==> config.mk <==
export PLATFORM = sky130hd
export DESIGN_NAME = dmem_arbiter
export DESIGN_NICKNAME = d
export VERILOG_FILES = /design/src/rtl/dmem_arbiter_pkg.sv /design/src/rtl/dmem_arbiter_rr_arb2.sv /design/src/rtl/dmem_arbiter.sv
export SDC_FILE = /design/constraint.sdc
export NUM_CORES = 1
export LEC_CHECK = 0
export BUFFER_PORTS_ARGS = -buffer_cell sky130_fd_sc_hd__buf_4
export CAP_MARGIN = 20
export CORE_MARGIN = 2
export CORE_UTILIZATION = 45
export DETAILED_ROUTE_END_ITERATION = 6
export GPL_TIMING_DRIVEN = 0
export PLACE_DENSITY = 0.91
export SLEW_MARGIN = 20
export SYNTH_ARGS = -nofsm -noshare
export SYNTH_HDL_FRONTEND = slang
export SYNTH_SLANG_ARGS = --single-unit
==> constraint.sdc <==
create_clock -name clk -period 2.65 [get_ports clk]
set_clock_uncertainty 0.15 [all_clocks]
set_input_delay 0.53 -clock clk [delete_from_list [all_inputs] [get_ports clk]]
set_output_delay 0.53 -clock clk [all_outputs]
set_load 0.005 [all_outputs]
==> src/rtl/dmem_arbiter_pkg.sv <==
// dmem_arb_pkg: shared state encoding, port id type and RISC-V load/store size codes
package dmem_arb_pkg;
    typedef enum logic [1:0] {IDLE, ISSUE, WAIT, RESP} state_t;
    typedef logic port_id_t;
    localparam logic [2:0] F3_B  = 3'b000;
    localparam logic [2:0] F3_H  = 3'b001;
    localparam logic [2:0] F3_W  = 3'b010;
    localparam logic [2:0] F3_BU = 3'b100;
    localparam logic [2:0] F3_HU = 3'b101;
endpackage

==> src/rtl/dmem_arbiter_rr_arb2.sv <==
// rr_arb2: two-way round-robin grant that favours the port not served last
module rr_arb2
    import dmem_arb_pkg::*;
(
    input  logic [1:0] valid,
    input  port_id_t   last_grant,
    output logic [1:0] grant
);
    assign grant[0] = valid[0] && (!valid[1] || last_grant);
    assign grant[1] = valid[1] && (!valid[0] || !last_grant);
endmodule

==> src/rtl/dmem_arbiter.sv <==
// dmem_arbiter: serialises two requesters onto one data memory port, one transaction in flight
module dmem_arbiter
    import dmem_arb_pkg::*;
#(
    parameter int DM_ADDRESS = 9,
    parameter int DATA_W     = 32,
    parameter int RD_LATENCY = 1
) (
    input  logic                  clk,
    input  logic                  reset,
    input  logic                  req0_valid,
    input  logic                  req1_valid,
    output logic                  req0_ready,
    output logic                  req1_ready,
    input  logic                  req0_we,
    input  logic                  req1_we,
    input  logic [DM_ADDRESS-1:0] req0_addr,
    input  logic [DM_ADDRESS-1:0] req1_addr,
    input  logic [DATA_W-1:0]     req0_wdata,
    input  logic [DATA_W-1:0]     req1_wdata,
    input  logic [2:0]            req0_funct3,
    input  logic [2:0]            req1_funct3,
    output logic                  rsp0_valid,
    output logic                  rsp1_valid,
    output logic [DATA_W-1:0]     rsp0_rdata,
    output logic [DATA_W-1:0]     rsp1_rdata,
    output logic                  MemRead,
    output logic                  MemWrite,
    output logic [DM_ADDRESS-1:0] a,
    output logic [DATA_W-1:0]     wd,
    output logic [2:0]            Funct3,
    input  logic [DATA_W-1:0]     rd
);
    state_t state, next;
    port_id_t last_grant, port;
    logic we, last_rd;
    logic [2:0] cnt;
    logic [1:0] grant;
    logic [DATA_W-1:0] rsp_rdata;

    rr_arb2 u_arb (.valid({req1_valid, req0_valid}), .last_grant(last_grant), .grant(grant));

    assign rsp0_rdata = rsp_rdata;
    assign rsp1_rdata = rsp_rdata;

    always_ff @(posedge clk)
        state <= reset ? IDLE : next;

    always_comb begin
        next = state;
        req0_ready = state == IDLE && grant[0];
        req1_ready = state == IDLE && grant[1];
        MemWrite = state == ISSUE && we;
        MemRead = (state == ISSUE || state == WAIT) && !we;
        rsp0_valid = state == RESP && port == 1'b0;
        rsp1_valid = state == RESP && port == 1'b1;
        // rd is address-combinational, so it is taken on the edge closing the last read cycle
        last_rd = !we && (state == ISSUE ? RD_LATENCY == 1 : state == WAIT && cnt == 3'd1);
        case (state)
            IDLE:    next = (req0_ready || req1_ready) ? ISSUE : IDLE;
            ISSUE:   next = (we || RD_LATENCY == 1) ? RESP : WAIT;
            WAIT:    next = cnt == 3'd1 ? RESP : WAIT;
            default: next = IDLE;
        endcase
    end

    always_ff @(posedge clk) begin
        if (reset) begin
            last_grant <= 1'b1;
            port <= 1'b0;
            we <= 1'b0;
            a <= '0;
            wd <= '0;
            Funct3 <= '0;
            cnt <= '0;
            rsp_rdata <= '0;
        end else begin
            if (req0_ready || req1_ready) begin
                port <= grant[1];
                last_grant <= grant[1];
                we <= grant[1] ? req1_we : req0_we;
                a <= grant[1] ? req1_addr : req0_addr;
                wd <= grant[1] ? req1_wdata : req0_wdata;
                Funct3 <= grant[1] ? req1_funct3 : req0_funct3;
            end
            if (state == ISSUE) begin
                cnt <= 3'(RD_LATENCY - 1);
                if (we)
                    rsp_rdata <= '0;
            end else if (state == WAIT)
                cnt <= cnt - 3'd1;
            if (last_rd)
                rsp_rdata <= rd;
        end
    end
endmodule

==> qor.yml <==
slew_viol_final: 0
maxSlewHeadroom: 0.512
rsz0062_at_grt: "no"
post-synth-top-area-fraction: 0.445
worstPathMaxFanout: 10
arrival_ns: 1.54
avgRoutedWirePerCell_um: 15.8
crit_type: "reg2out"
outcome: "finished, final reports clean"
fin_area_mm2: 0.00591
h-tree-depth: 3
diodes: 0
clock_path_buffers: 2
p_leak_nw: 2.91
fmax_mhz: 450
die_height_um: 95.6
synth-seq-cells: 84
io-pin-count: 240
dieArea_mm2: 0.00915
placed_area_mm2: 0.00570
cts_tree: "yes"
grt_max_degree: 14
fin_ws_ns: 0.426
ys.warnings.count: 0
critPathRequiredTime_ns: 1.97
synth_seq_area_share: 0.445
synth_largest_area_cell: "dfxtp_1"
power.total_w: 0.00528
port_buffers: 238
synth.area.top_cells: "dfxtp_1, a211oi_2, a22o_1, buf_4, a21oi_1"
initialDrtViolationCount: 94
tightest_slew_ns: 0.732
layout.nets: 779
vias: 3897
postCtsResizedCells: 0
clkPwrFrac: 0.191
final_cell_mix: "buf_4, dfxtp_1, nand2_1, nor2_1, a21oi_1"
hp-class: "in2reg"
finalSetupViolations: 0
gp_congestion: 0.787
powerDensity_mw_per_mm2: 893
initial_core_util: 0.462
comb_power_share: 0.455
drive_gt1_frac: 0.541
core_mm2: 0.00818
hold_viol: 0
hold_buffers: 0
cts-root-buf: "clkbuf_8"
rows: 33
path_clk_slew_ns: 0.09
grt_overflow: 0
ant_nets: 0
syn_avg_cell_area_um2: 9.49
syn_area_mm2: 0.00378
max_cap_viol_count: 0
setup_tns_ns: 0
antenna_found_initial: 0
drc: 0
critPathLaunchType: "flip-flop"
layout_commonest_cell: "buf_4"
p_int_w: 0.00346
die_w_um: 95.6
clkSinkCount: 84
dr.pass1.iters: 4
synthesis.nets: 530
synth_cell_types: 28
fillCellCount: 633
grt_pass1_vias: 3947
vias_per_cell: 5.15
post-place-ws_ns: 0.449
area_growth_pct: 56.5
synthCells: 398
clock_latency_ns: 0.33
cts_setup_buffers: 0
period_minus_slack_ns: 2.22
grt_pass1_wl_um: 18200
p_switching_w: 0.00182
vdd_ir_drop_max_v: 0.000459
dp_hpwl_um: 9370
seq_power_share: 0.354
wl_um: 12000
finalCritPeriodShare: 0.839
critPathCaptureType: "primary output"
grt_usage: 0.252
switching_share: 0.345
cts_buffers: 9
cells in the mapped netlist, drive strengths merged:
master	n
nor2	48
a21oi	46
a21boi	1
dfxtp	84
a21bo	1
and2	3
clkbuf	3
o21ai	2
nor2b	4
nand3b	1
inv	6
o21a	2
a22o	32
a311oi	1
buf	59
nand2	48
a211oi	46
xnor2	2
a2111oi	1
ha	6
nor3	1
a221o	1
power groups by stage:
stage	Sequential (W)	Clock (W)	Combinational, W
2_1_floorplan	0.00187	0	0.00130
3_3_place_gp	0.00187	0	0.00233
3_5_place_dp	0.00189	0	0.00241
4_1_cts	0.00187	0.00102	0.00242
5_1_grt	0.00191	0.00109	0.00264
6_report	0.00187	0.00101	0.00240
cells by family (layout without fill, tap and decap cells):
| group | count (synthesis) | after routing | share of synthesized area |
|---|---|---|---|
| buffers and inverters | 68 | 322 | 0.115 |
| xor gates and xnor gates | 2 | 2 | 0.00464 |
| AOI/OAI and AO/OA | 133 | 133 | 0.304 |
| DFF | 84 | 84 | 0.445 |
| adders and majority gates | 6 | 6 | 0.0199 |
| and+or+nand+nor | 105 | 105 | 0.111 |
worst max-delay path: stages (launching register included):
cell and delay, ns:
dfxtp_1 0.36, a21boi_4 0.31, buf_2 0.28, nand2_1 0.10, inv_1 0.06, buf_4 0.10
path summary, 6_finish.rpt:
kind,from,endpoint,slack (ns),cells past startpoint
worst min-delay path,rd[10],rsp0_rdata[10]$_SDFFE_PP0P_,0.25,2
worst min register to register,port$_SDFFE_PP0P_,port$_SDFFE_PP0P_,0.35,2
worst max register to register,state[0]$_SDFF_PP0_,rsp0_rdata[1]$_SDFFE_PP0P_,0.78,6
worst max-delay path,last_grant$_SDFFE_PP1P_,req1_ready,0.43,5
flip-flops by register name, indices dropped and copies added, names as in the netlist:
register / flops
Funct3: 3
cnt: 3
rsp0_rdata: 32
a: 9
wd: 32
last_grant: 1
state: 2
we: 1
port: 1
per-layer routing:
metal  GRT usage  vias up  routed length, um
li1            -     1858                  -
met1       0.285     1831               4600
met2       0.449      176               6150
met3      0.0569       32                919
met4       0.114        0                316
met5           0        -                  0
stage by stage:
| stage | cells | hold WS (ns) | util |
|---|---|---|---|
| 2_1_floorplan | 398 | 0.313 | - |
| 3_3_place_gp | 741 | 0.331 | 0.697 |
| 3_5_place_dp | 741 | 0.338 | 0.697 |
| 4_1_cts | 757 | 0.236 | 0.723 |
| 5_1_grt | 757 | 0.240 | 0.723 |
| 6_report | 757 | 0.247 | 0.723 |
cell type report:
cell class                 count  area (um2)  share of cell area
inverter                       6        22.5             0.00381
multi-input combinational    246        1660               0.281
clock inverter                 4        72.6              0.0123
timing repair buffer         238        1790               0.302
sequential                    84        1680               0.284
clock buffer                  12         145              0.0245
buffer                        62         413              0.0698
tap                          105         131              0.0222
Note: power is estimated with default switching activity, not from simulation.
